===== src/rtl/branch_resolve_queue.sv =====
// rtl/branch_resolve_queue.sv - in-order branch prediction tracker driving the GShare update port
module branch_resolve_queue #(
  parameter int DEPTH = 4,
  parameter int PC_W  = 32
) (
  input  logic                         clk,
  input  logic                         reset,
  input  logic                         predictValid,
  input  logic [PC_W-1:0]              predictPc,
  input  logic                         prediction,
  input  logic                         resolveValid,
  input  logic                         resolveTaken,
  input  logic                         flush,
  output logic                         update,
  output logic [PC_W-1:0]              updatePc,
  output logic                         reality,
  output logic                         mispredict,
  output logic [$clog2(DEPTH+1)-1:0]   count,
  output logic                         full,
  output logic                         empty,
  output logic                         error
);

  localparam int AW = $clog2(DEPTH);
  localparam int CW = $clog2(DEPTH+1);
  localparam logic [CW-1:0] DEPTH_C = CW'(DEPTH);

  logic [PC_W-1:0]  pc_mem [DEPTH];
  logic [DEPTH-1:0] pred_mem;
  logic [AW-1:0]    rd_ptr, wr_ptr;

  logic            pop, push, squash, mis, overflow, underflow;
  logic [AW-1:0]   rd_next, wr_next;
  logic [CW-1:0]   count_next;

  always_comb begin
    pop       = resolveValid && (count != '0);
    underflow = resolveValid && (count == '0);
    mis       = pop && (pred_mem[rd_ptr] != resolveTaken);
    squash    = mis || flush;
    // A pop in the same cycle frees a slot, so a full queue can still accept.
    push      = predictValid && !squash && ((count != DEPTH_C) || pop);
    overflow  = predictValid && !squash && (count == DEPTH_C) && !pop;
    rd_next   = pop ? rd_ptr + AW'(1) : rd_ptr;
    wr_next   = wr_ptr;
    count_next = count;
    if (squash) begin
      wr_next    = rd_next;
      count_next = '0;
    end else begin
      if (push) wr_next = wr_ptr + AW'(1);
      if (push && !pop) count_next = count + CW'(1);
      else if (pop && !push) count_next = count - CW'(1);
    end
  end

  always_ff @(posedge clk) begin
    if (push) begin
      pc_mem[wr_ptr]   <= predictPc;
      pred_mem[wr_ptr] <= prediction;
    end
  end

  always_ff @(posedge clk or posedge reset) begin
    if (reset) begin
      rd_ptr     <= '0;
      wr_ptr     <= '0;
      count      <= '0;
      full       <= 1'b0;
      empty      <= 1'b1;
      error      <= 1'b0;
      update     <= 1'b0;
      mispredict <= 1'b0;
      updatePc   <= '0;
      reality    <= 1'b0;
    end else begin
      rd_ptr     <= rd_next;
      wr_ptr     <= wr_next;
      count      <= count_next;
      full       <= (count_next == DEPTH_C);
      empty      <= (count_next == '0);
      error      <= error | overflow | underflow;
      update     <= pop;
      mispredict <= mis;
      if (pop) begin
        updatePc <= pc_mem[rd_ptr];
        reality  <= resolveTaken;
      end
    end
  end

endmodule


===== config.mk =====
export PLATFORM = sky130hd
export DESIGN_NAME = branch_resolve_queue
export DESIGN_NICKNAME = d
export VERILOG_FILES = /design/src/rtl/branch_resolve_queue.sv
export SDC_FILE = /design/constraint.sdc
export NUM_CORES = 1
export LEC_CHECK = 0
export BUFFER_PORTS_ARGS = -buffer_cell sky130_fd_sc_hd__buf_2
export CAP_MARGIN = 20
export CORE_AREA = 2 2 169 171
export CTS_BUF_LIST = sky130_fd_sc_hd__clkbuf_16
export CTS_CLUSTER_DIAMETER = 30
export DETAILED_ROUTE_END_ITERATION = 6
export DIE_AREA = 0 0 171 173
export GPL_TIMING_DRIVEN = 0
export PLACE_DENSITY = 0.39
export SKIP_LAST_GASP = 1
export SLEW_MARGIN = 20
export SYNTH_ARGS = -nofsm -noshare
export SYNTH_HDL_FRONTEND = slang
export SYNTH_SLANG_ARGS = --single-unit

===== constraint.sdc =====
create_clock -name clk -period 6.7 [get_ports clk]
set_input_delay 1.34 -clock clk [delete_from_list [all_inputs] [get_ports clk]]
set_output_delay 1.34 -clock clk [all_outputs]
set_load 0.01 [all_outputs]

* Word level (Yosys, flattened, before mapping) *
Memories as Yosys holds them, arrays and structs flattened. A register that Yosys moved wholly into a read port is not among the register bits.
Index checks and enable logic that the tools add are counted.

cells by class
  add/subtract/negate cells = 4
  order comparisons = 3
  equal/unequal tests = 4
  muxes and demuxes = 13
  bitwise logic cells = 2
  reductions and logical operators = 19

operator list
  operator                                                            number
  logical AND 1 bit                                                   10
  2-to-1 mux 3 bit                                                    3
  == test 3 bit (second input constant)                               2
  logical NOT 3 bit                                                   2
  less-than comparator 2 x 3 -> 1 bit (second input constant)         2
  2-to-1 mux 2 bit                                                    3
  adder 2 x 1 -> 2 bit (second input constant)                        2
  bitwise mux 4 bit                                                   1
  2-to-1 mux 1 bit                                                    4
  adder 3 x 1 -> 3 bit (second input constant)                        1
  logical NOT 1 bit                                                   3
  inequality test 3 bit (second input constant)                       1
  nonzero test 3 bit                                                  1
  subtractor 3 x 1 -> 3 bit (second input constant)                   1
  binary-select mux 1 bit (select 2 bit)                              1
  demux 1 bit (select 2 bit)                                          1
  greater-or-equal comparator 2 x 1 -> 1 bit (second input constant)  1
  logical OR 1 bit                                                    2
  bitwise OR 1 bit                                                    2
  nonzero test 2 bit                                                  1
  inequality test 1 bit                                               1

storage, ports and cells
  register bits after elaboration = 17
  memory bits (writable) = 128
  output and inout bits = 41
  memories kept = 1

memory list
  memory  words  width  rd ports  clocked after Yosys merged registers in  write ports  line  text
  pc_mem  4      32     1         1                                        1            28    logic [PC_W-1:0] pc_mem [DEPTH];

* Logic depth before layout (Yosys ltp) *
Gate-level depths: netlist (run 1).

  depth in word-level cells = 14
  depth in mapped cells = 9

* Least setup slack after synthesis (run 1) *
OpenSTA, ideal clock, no wires.

  path kind = in2reg
  start = input resolveValid
  end = memory pc_mem[0][0] (enable)
  setup time = 0.393 ns
  arrival = 2.985 ns
  required time = 6.307 ns
  slack = 3.321 ns
  stages = 5
  buffers on the path = 1
  cell sequence = clkbuf_1 -> nor2b_1 -> a211oi_2 -> a31o_4 -> and2_1

on the way
  longest elaborated chain between the ends = 8

RTL lines
  what                                        line  text
  start, declared                             11    input logic resolveValid,
  logical AND 1 bit (*)                       37    pop = resolveValid && (count != '0);
  logical AND 1 bit                           39    mis = pop && (pred_mem[rd_ptr] != resolveTaken);
  logical OR 1 bit                            40    squash = mis || flush;
  logical NOT 1 bit                           42    push = predictValid && !squash && ((count != DEPTH_C) || pop);
  logical AND 1 bit                           42
  logical AND 1 bit (*)                       42
  2-to-1 mux 1 bit (*)                        58    if (push) begin
  2-to-1 mux 1 bit (implied by the code) (*)  59    pc_mem[wr_ptr] <= predictPc;
  end, declared                               28

Every way passes the cells marked *; elsewhere a longest branch is shown, timed or not.

* Worst setup path after layout (run 1) *
  start = input flush
  end = memory pc_mem[3][4] (enable)

on the way
  longest elaborated chain between the ends = 6

RTL lines
  what                                    line  text
  start, declared                         13    input logic flush,
  logical OR 1 bit                        40
  logical NOT 1 bit                       42
  logical AND 1 bit (2 in series)         42
  2-to-1 mux 1 bit                        58
  2-to-1 mux 1 bit (implied by the code)  59

No other way between the ends.

==> flow_metrics.env, run 1 <==
export IMPL_outcome="complete, no violations"
export IMPL_p_leak_nw=2.995
export IMPL_cts_clk_slew_worst_paths_ns=0.07
export IMPL_core_sq_um=27630
export IMPL_synth_warnings=0
export IMPL_fin_util_pct=30.14
export IMPL_grt_start_max_net_pins=46
export IMPL_syn_nets=380
export IMPL_row_count=61
export IMPL_syn_area_per_cell_sq_um=20.47
export IMPL_synthCells=334
export IMPL_grt_pass1_wl_mm=22.97
export IMPL_p_sw_mw=1.114
export IMPL_p_total_mw=3.659
export IMPL_die_h_um=173
export IMPL_finalHoldViolCount=0
export IMPL_pwr_share_comb_pct=30.8
export IMPL_critPathCaptureType="flip-flop"
export IMPL_ir_drop_v=0.0001152
export IMPL_maxCapViolations=0
export IMPL_synth_largest_area_cell="edfxtp_1"
export IMPL_finalSetupTns_ns=0
export IMPL_dieWidth_um=171
export IMPL_final_common_cell="edfxtp_1"
export IMPL_overflow=0
export IMPL_hold_class="flip-flop to flip-flop"
export IMPL_drtIter0Drc=133
export IMPL_avgViaCountPerCell=4.080
export IMPL_nNetsFinal=478
export IMPL_ys_ff_latch=177
export IMPL_reg2reg_depth=6
export IMPL_cts_resized=0
export IMPL_antenna_left=0
export IMPL_numCtsBuffers=17
export IMPL_required_ns=6.75
export IMPL_critPathMaxStageDelay_ns=0.56
export IMPL_clock_latency_ns=0.42
export IMPL_cts_root_buf="clkbuf_16"
export IMPL_rsz0062_at_grt="false"
export IMPL_cp_data_arrival_time_ns=2.99
export IMPL_power_density_nw_per_um2=439.4
export IMPL_switching_share_pct=30.45
export IMPL_pwr_share_clk_pct=27.0
export IMPL_worstPathCellList="buf_2 -> nand2b_1 -> a211oi_2 -> a31o_4 -> and2_4"
export IMPL_routedWlPerCell_um=17.85
export IMPL_area_growth_pct=21.77
export IMPL_n_fill_cell=2813
export IMPL_tritoncts="yes"
export IMPL_drcViolationCount=0
export IMPL_port_buffer_count=78
export IMPL_critPathKind="input pin to flip-flop"
export IMPL_relSlewSlack_pct=50.21
export IMPL_fin_crit_ns=2.939
export IMPL_crit_fanout=33
export IMPL_fin_crit_sh_pct=43.87
export IMPL_io_pins=80
export IMPL_finClkSkew_ns=0.01181
export IMPL_finalSetupViolations=0
export IMPL_vias=3362
export IMPL_p_int_mw=2.545
export IMPL_holdPathStages=1
export IMPL_syn_area_sq_um=6838
export IMPL_drt_pass1_iterations=4
export IMPL_yosys_top_cells_area="edfxtp_1 (58%), dfrtp_1 (16%), mux4_2 (11%), mux2_2 (5.4%), ha_1 (1.3%)"
export IMPL_antenna_found_initial=1
export IMPL_power_frac_seq_pct=42.2
export IMPL_synth_top_area_share_pct=57.97
export IMPL_hpwl_mm=8.734
export IMPL_start_util_pct=24.75
export IMPL_hold_buffers=0
export IMPL_crit_slowest_cell="and2_4"
export IMPL_grt_pass1_vias=3767
export IMPL_grtUsageTotal_pct=10.61
export IMPL_drv_slew=0
export IMPL_mostFrequentLayoutCells="edfxtp_1 (132), buf_2 (86), dfrtp_1 (44)"
export IMPL_postCtsSetupBuffers=0
export IMPL_die_area_sq_um=29580
export IMPL_cts_sinks=177
export IMPL_routed_wl_mm=14.71
export IMPL_seq_area_frac_synth_pct=74.46
export IMPL_cp_start_kind="input pin"
export IMPL_max_freq_ghz=0.3402
export IMPL_cts_max_path_buffers=2
export IMPL_cts_max_level=4
export IMPL_drive_gt1_share_pct=43.60
export IMPL_tightest_slew_ns=0.7468
export IMPL_gp_congestion=0.7195
export IMPL_ys_types=38
==> synthesized netlist by cell type <==
| cell | count |
|---|---|
| edfxtp_1 | 132 |
| dfrtp_1 | 44 |
| mux2_2 | 33 |
| mux4_2 | 33 |
| inv_1 | 9 |
| buf_2 | 8 |
| ha_1 | 7 |
| nand2_1 | 6 |
| mux2i_1 | 5 |
| nor2_1 | 5 |
| and2_1 | 4 |
| clkbuf_1 | 4 |
| xnor2_1 | 4 |
| a21oi_1 | 3 |
| nor2b_1 | 3 |
| nor3_1 | 3 |
| o21ai_0 | 3 |
| a211o_1 | 2 |
| a31oi_1 | 2 |
| and4_1 | 2 |
| nand2b_1 | 2 |
| nand3_1 | 2 |
| nor4bb_1 | 2 |
| o21bai_1 | 2 |
| a211oi_2 | 1 |
| a221oi_1 | 1 |
| a22o_1 | 1 |
| a31o_2 | 1 |
| a31o_4 | 1 |
| and4b_1 | 1 |
| buf_4 | 1 |
| dfstp_2 | 1 |
| mux2_4 | 1 |
| nor3b_1 | 1 |
| nor4_1 | 1 |
| nor4b_1 | 1 |
| o211ai_1 | 1 |
| xnor2_2 | 1 |
==> cell type report <==
| cell class | instances | area [sq um] | area share [%] |
|---|---|---|---|
| buffer | 13 | 62.56 | 0.7513 |
| antenna | 1 | 2.502 | 0.03005 |
| timing repair buffer | 79 | 417.9 | 5.019 |
| tap | 378 | 473.0 | 5.680 |
| clock buffer | 17 | 425.4 | 5.109 |
| sequential | 177 | 5091 | 61.14 |
| multi-input combinational | 135 | 1660 | 19.94 |
| inverter | 9 | 36.28 | 0.4358 |
| clock inverter | 15 | 157.7 | 1.893 |
==> kinds of logic (layout without fill, tap and decap cells) <==
group / after synthesis / after routing / share of synthesized area [%]
flops: 177 / 177 / 74.46
mux: 72 / 72 / 17.26
simple gates: 33 / 33 / 2.818
buf+inv: 22 / 133 / 1.409
compound gates: 18 / 18 / 2.031
fa+ha+maj: 7 / 7 / 1.281
xor+xnor: 5 / 5 / 0.7502
other cells: 0 / 1 / 0
==> power groups by stage <==
stage	logic, mW	clock network (mW)	registers (mW)
after floorplan	0.730	0	1.61
after global placement	1.15	0	1.57
after detailed placement	1.17	0	1.57
after CTS	1.18	1.02	1.55
after global routing	1.25	1.07	1.57
final	1.13	0.987	1.54
==> state kept, by name, summed over array words and instances, names as in the netlist <==
| register | flops |
|---|---|
| mispredict | 1 |
| error | 1 |
| count | 3 |
| full | 1 |
| rd_ptr | 2 |
| update | 1 |
| pred_mem | 4 |
| reality | 1 |
| wr_ptr | 2 |
| pc_mem | 128 |
| empty | 1 |
| updatePc | 32 |
==> worst max-delay path: cells and delay by family <==
family          cells  cell delay [ns]
simple gates        2             0.77
compound gates      2             0.71
buf+inv             1             0.15
==> path summary, 6_finish.rpt <==
kind	from	endpoint	slack, ns
max	flush	pc_mem[3][4]	3.76
min	error	error	0.48
max reg2reg	count[0]	pc_mem[3][4]	4.14
min reg2reg	error	error	0.48
max in group asynchronous	reset	empty	5.43
min in group asynchronous	reset	updatePc[25]	0.97
==> metal layers <==
layer  vias up  share of wire, %  GRT usage [%]
met5         -                 0              0
met4         0               1.1          2.860
met1      1748                46          13.80
met2        69                48          17.31
met3        12               4.6          3.021
li1       1533                 -              -
==> through the flow <==
stage                     cell area, sq um  cells  setup slack (ns)  hold slack (ns)
after detailed placement              7741    791             3.299           0.4667
after CTS                             8324    823             3.752           0.4866
final                                 8327    824             3.761           0.4758
after global placement                7701    790             2.164           0.4665
after global routing                  8324    823             3.661           0.5134
after floorplan                       6838    334             3.321           0.5134
Power figures use the tool's default switching activity.
==> inputs of run 2 (changes only) <==
--- a/config.mk
+++ b/config.mk
@@ -13,7 +13,7 @@
 export DETAILED_ROUTE_END_ITERATION = 6
 export DIE_AREA = 0 0 171 173
 export GPL_TIMING_DRIVEN = 0
-export PLACE_DENSITY = 0.39
+export PLACE_DENSITY = 0.41
 export SKIP_LAST_GASP = 1
 export SLEW_MARGIN = 20
 export SYNTH_ARGS = -nofsm -noshare
==> constraint.sdc (replaced) <==
create_clock -name clk -period 2.4 [get_ports clk]
set_input_delay 0.48 -clock clk [delete_from_list [all_inputs] [get_ports clk]]
set_output_delay 0.48 -clock clk [all_outputs]
set_load 0.01 [all_outputs]
==> flow_metrics.env, run 2 (synthesized netlist as in run 1, its figures left out) <==
export IMPL_crit_family="multiplexers"
export IMPL_drtIter0Drc=174
export IMPL_n_fill_cell=2744
export IMPL_hold_class="input pin to async pin"
export IMPL_finalSetupViolations=0
export IMPL_tightest_slew_ns=0.7700
export IMPL_nNetsFinal=500
export IMPL_antenna_found_initial=1
export IMPL_cts_max_path_buffers=2
export IMPL_top_register="pc_mem"
export IMPL_seq_area_sq_um=5091
export IMPL_reg_top3="pc_mem (128), updatePc (32), pred_mem (4)"
export IMPL_grt_pass1_vias=3775
export IMPL_grt_start_max_net_pins=34
export IMPL_maxCapViolations=0
export IMPL_r2r_end="wr_ptr[1]"
export IMPL_overflow=0
export IMPL_outcome="complete, no violations"
export IMPL_rr_startpoint="rd_ptr[0]"
export IMPL_hpwl_mm=8.881
export IMPL_ir_drop_v=0.0004867
export IMPL_avgViaCountPerCell=4.116
export IMPL_finalHoldViolCount=0
export IMPL_cts_clk_slew_worst_paths_ns=0.08
export IMPL_clock_latency_ns=0.43
export IMPL_finClkSkew_ns=0.01484
export IMPL_path_depth=5
export IMPL_drt_pass1_iterations=4
export IMPL_final_common_cell="edfxtp_1"
export IMPL_row_count=61
export IMPL_grtUsageTotal_pct=10.44
export IMPL_drcViolationCount=0
export IMPL_relSlewSlack_pct=48.67
export IMPL_reg2reg_depth=5
export IMPL_rsz0062_at_grt="false"
export IMPL_antennaDiodeCount=0
export IMPL_routed_top_layer="met5"
export IMPL_p_total_mw=10.69
export IMPL_cts_max_level=4
export IMPL_critPathKind="flip-flop to flip-flop"
export IMPL_cts_root_buf="clkbuf_16"
export IMPL_dr_wl_met3_um=683
export IMPL_drive_gt1_share_pct=47.32
export IMPL_r2r_setup_slack_ns=0.15
export IMPL_cp_start_kind="flip-flop"
export IMPL_drv_slew=0
export IMPL_fin_util_pct=31.50
export IMPL_fin_crit_sh_pct=93.67
export IMPL_port_buffer_count=78
export IMPL_worstPathCellList="mux4_2 -> xnor2_2 -> a31o_4 -> mux2_4 -> mux2_2"
export IMPL_crit_fanout=10
export IMPL_cts_sinks=177
export IMPL_fin_crit_ns=2.248
export IMPL_max_freq_ghz=0.4448
export IMPL_finalSetupTns_ns=0
export IMPL_routed_wl_mm=15.67
export IMPL_largest_reg_flops=128
export IMPL_tritoncts="yes"
export IMPL_die_area_sq_um=29580
export IMPL_crit_slowest_cell="mux4_2"
export IMPL_dieWidth_um=171
export IMPL_antenna_left=0
export IMPL_dp_slack_ns=-0.5064
export IMPL_critPathBufInv=0
export IMPL_routedWlPerCell_um=18.55
export IMPL_multiInputGateArea_sq_um=1712
export IMPL_area_growth_pct=27.26
export IMPL_power_density_nw_per_um2=1228
export IMPL_p_leak_nw=3.151
export IMPL_wl_met1_mm=6.992
export IMPL_io_pins=80
export IMPL_dr_wl_met2_mm=7.837
export IMPL_critPathCaptureType="flip-flop"
export IMPL_die_h_um=173
export IMPL_grt_pass1_wl_mm=22.47
export IMPL_start_util_pct=24.75
export IMPL_cp_data_arrival_time_ns=2.56
export IMPL_required_ns=2.71
export IMPL_setup_ws_ns=0.1519
export IMPL_critPathMaxStageDelay_ns=0.55
export IMPL_numCtsBuffers=17
export IMPL_core_sq_um=27630
export IMPL_vias=3478
export IMPL_gp_congestion=0.7063
export IMPL_hold_buffers=0
export IMPL_mostFrequentLayoutCells="edfxtp_1 (132), buf_2 (82), dfrtp_1 (44)"
[run 2: how the worst max path moves through the flow]
stage          startpoint             to  slack [ns]
2_1_floorplan    count[0]   pc_mem[0][0]        0.15
3_3_place_gp     count[0]  pc_mem[2][16]       -0.46
3_5_place_dp     count[0]  pc_mem[0][19]       -0.51
4_1_cts          count[0]   pc_mem[1][6]       -0.16
5_1_grt          count[0]   updatePc[13]        0.03
6_report        rd_ptr[0]      wr_ptr[1]        0.15
[run 2: per-layer routing]
metal | vias up | GRT usage (%)
li1 | 1575 | -
met1 | 1819 | 12.53
met2 | 68 | 17.81
met3 | 14 | 3.388
met4 | 2 | 3.072
met5 | - | 0
[run 2: metrics by stage]
step	std cells	area [sq um]	hold slack, ns
floorplan	334	6843	0.5134
global placement	790	7706	0.4692
detailed placement	791	7729	0.4819
CTS	823	8361	0.01123
global route	845	8702	0.02318
finish	845	8702	0.01706
[run 2: final cells by class]
| class | count | area share [%] |
|---|---|---|
| Multi-Input combinational cell | 139 | 19.67 |
| Buffer | 13 | 0.8339 |
| Inverter | 9 | 0.4170 |
| Clock inverter | 15 | 2.257 |
| Tap cell | 378 | 5.435 |
| Clock buffer | 17 | 4.889 |
| Timing Repair Buffer | 97 | 7.994 |
| Sequential cell | 177 | 58.50 |
[run 2: where the power goes]
group | internal [mW] | switching [mW]
Sequential | 4.02 | 0.288
Combinational | 1.77 | 1.74
Clock | 1.59 | 1.28
Total | 7.38 | 3.31
[run 2: what timing repair did]
item	4_1_cts	5_1_grt
setup endpoints to repair	154	164
buffers inserted	0	18
gates resized for setup	6	9
pin swaps	4	8
gates cloned	0	4
==> inputs of run 3 (changes only) <==
--- a/config.mk
+++ b/config.mk
@@ -13,7 +13,7 @@
 export DETAILED_ROUTE_END_ITERATION = 6
 export DIE_AREA = 0 0 171 173
 export GPL_TIMING_DRIVEN = 0
-export PLACE_DENSITY = 0.41
+export PLACE_DENSITY = 0.39
 export SKIP_LAST_GASP = 1
 export SLEW_MARGIN = 20
 export SYNTH_ARGS = -nofsm -noshare
==> constraint.sdc (replaced) <==
create_clock -name clk -period 2.2 [get_ports clk]
set_input_delay 0.44 -clock clk [delete_from_list [all_inputs] [get_ports clk]]
set_output_delay 0.44 -clock clk [all_outputs]
set_load 0.01 [all_outputs]
==> flow_metrics.env, run 3 (synthesized netlist as in run 1, its figures left out) <==
export IMPL_avgViaCountPerCell=4.122
export IMPL_dp_slack_ns=-0.6812
export IMPL_finalHoldViolCount=0
export IMPL_cts_sinks=177
export IMPL_placement_cell_area_sq_um=7756
export IMPL_clock_latency_ns=0.42
export IMPL_grtUsageTotal_pct=11.12
export IMPL_relSlewSlack_pct=45.90
export IMPL_holdPathStages=1
export IMPL_core_sq_um=27630
export IMPL_area_growth_pct=28.20
export IMPL_maxCapViolations=0
export IMPL_setup_ws_ns=0.06310
export IMPL_grt_pass1_vias=3759
export IMPL_final_common_cell="edfxtp_1"
export IMPL_grt_start_max_net_pins=37
export IMPL_tightest_slew_ns=0.8115
export IMPL_ir_drop_v=0.0005425
export IMPL_cts_root_buf="clkbuf_16"
export IMPL_gp_congestion=0.7128
export IMPL_drv_slew=0
export IMPL_largest_reg_flops=128
export IMPL_outcome="complete, no violations"
export IMPL_worst_hold_slack_ns=0.2299
export IMPL_p_leak_nw=3.177
export IMPL_dieWidth_um=171
export IMPL_fin_crit_ns=2.137
export IMPL_required_ns=2.34
export IMPL_die_area_sq_um=29580
export IMPL_tritoncts="yes"
export IMPL_cp_data_arrival_time_ns=2.27
export IMPL_rsz0062_at_grt="false"
export IMPL_drive_gt1_share_pct=48.09
export IMPL_start_util_pct=24.75
export IMPL_cts_max_path_buffers=2
export IMPL_critPathKind="flip-flop to flip-flop"
export IMPL_drt_pass1_iterations=4
export IMPL_reg2reg_depth=5
export IMPL_reg_top3="pc_mem (128), updatePc (32), pred_mem (4)"
export IMPL_grt_pass1_wl_mm=23.53
export IMPL_io_pins=80
export IMPL_antenna_found_initial=2
export IMPL_drcViolationCount=0
export IMPL_top_register="pc_mem"
export IMPL_cts_max_level=4
export IMPL_hold_class="input pin to flip-flop"
export IMPL_critPathCaptureType="flip-flop"
export IMPL_cp_start_kind="flip-flop"
export IMPL_power_density_nw_per_um2=1331
export IMPL_row_count=61
export IMPL_final_cell_area_sq_um=8766
export IMPL_crit_fanout=8
export IMPL_instances_no_fill=850
export IMPL_hpwl_mm=8.936
export IMPL_port_buffer_count=78
export IMPL_routedWlPerCell_um=18.46
export IMPL_dp_cells=792
export IMPL_die_h_um=173
export IMPL_numCtsBuffers=17
export IMPL_finClkSkew_ns=0.01368
export IMPL_fin_crit_sh_pct=97.13
export IMPL_mostFrequentLayoutCells="edfxtp_1 (132), buf_2 (79), dfrtp_1 (44)"
export IMPL_finalSetupViolations=0
export IMPL_finalSetupTns_ns=0
export IMPL_fin_util_pct=31.73
export IMPL_drtIter0Drc=170
export IMPL_max_freq_ghz=0.4680
export IMPL_antenna_left=0
export IMPL_routed_wl_mm=15.69
export IMPL_vias=3504
export IMPL_overflow=0
export IMPL_nNetsFinal=503
export IMPL_p_total_mw=11.67
export IMPL_cts_clk_slew_worst_paths_ns=0.08
## run 3: changes by cell type in the layout (fill, tap and decap cells not counted), moves of 2 or more
cell,delta
buf_2,-3
buf_6,+3
clkinv_4,+2
clkinvlp_4,-2
diode_2,+2
## run 3: layout make-up
class                   instances  area, sq um
flip-flops and latches        177         5091
multi-input cells             139         1732
fillers                      2739        18860
well taps                     378        473.0
clock buffers                  17        425.4
diodes                          2        5.005
clock inverters                15        171.4
inverters                       9        36.28
plain buffers                  13        91.34
repair buffers                100        740.7
## run 3: critical path: stages (launching register included)
cell and delay (ns):
dfrtp_1 0.40, mux4_2 0.58, xnor2_4 0.25, a31o_2 0.28
and2_4 0.20, buf_12 0.15
## run 3: per-layer routing
layer  vias to the layer above  global-route usage [%]  routed length (um)
met5                         -                       0                   0
met4                         0                   3.178                 147
met1                      1843                   14.47                7125
met2                        68                   17.91                7682
li1                       1584                       -                   -
met3                         9                   3.365                 737
## run 3: path summary, 6_finish.rpt
path	end	from	slack [ns]
min in group asynchronous	updatePc[19]	reset	0.47
min reg2reg	error	error	0.48
max	pc_mem[1][9]	rd_ptr[0]	0.06
max in group asynchronous	empty	reset	1.20
min	pc_mem[2][3]	predictPc[3]	0.23
max reg2reg	pc_mem[1][9]	rd_ptr[0]	0.06
## run 3: timing repair
item / CTS / global route
buffers inserted: 19 / 0
hold buffers: 1 / 0
gates resized for setup: 15 / 9
setup endpoints to repair: 164 / 161
cloned: 4 / 0
pin swaps: 9 / 3
endpoints found under the hold margin: 9 / 0
## run 3: power by group
group	internal, mW	switching [mW]	total, mW
clock network	1.62	1.39	3.01
logic	2.02	1.94	3.96
registers	4.39	0.312	4.70
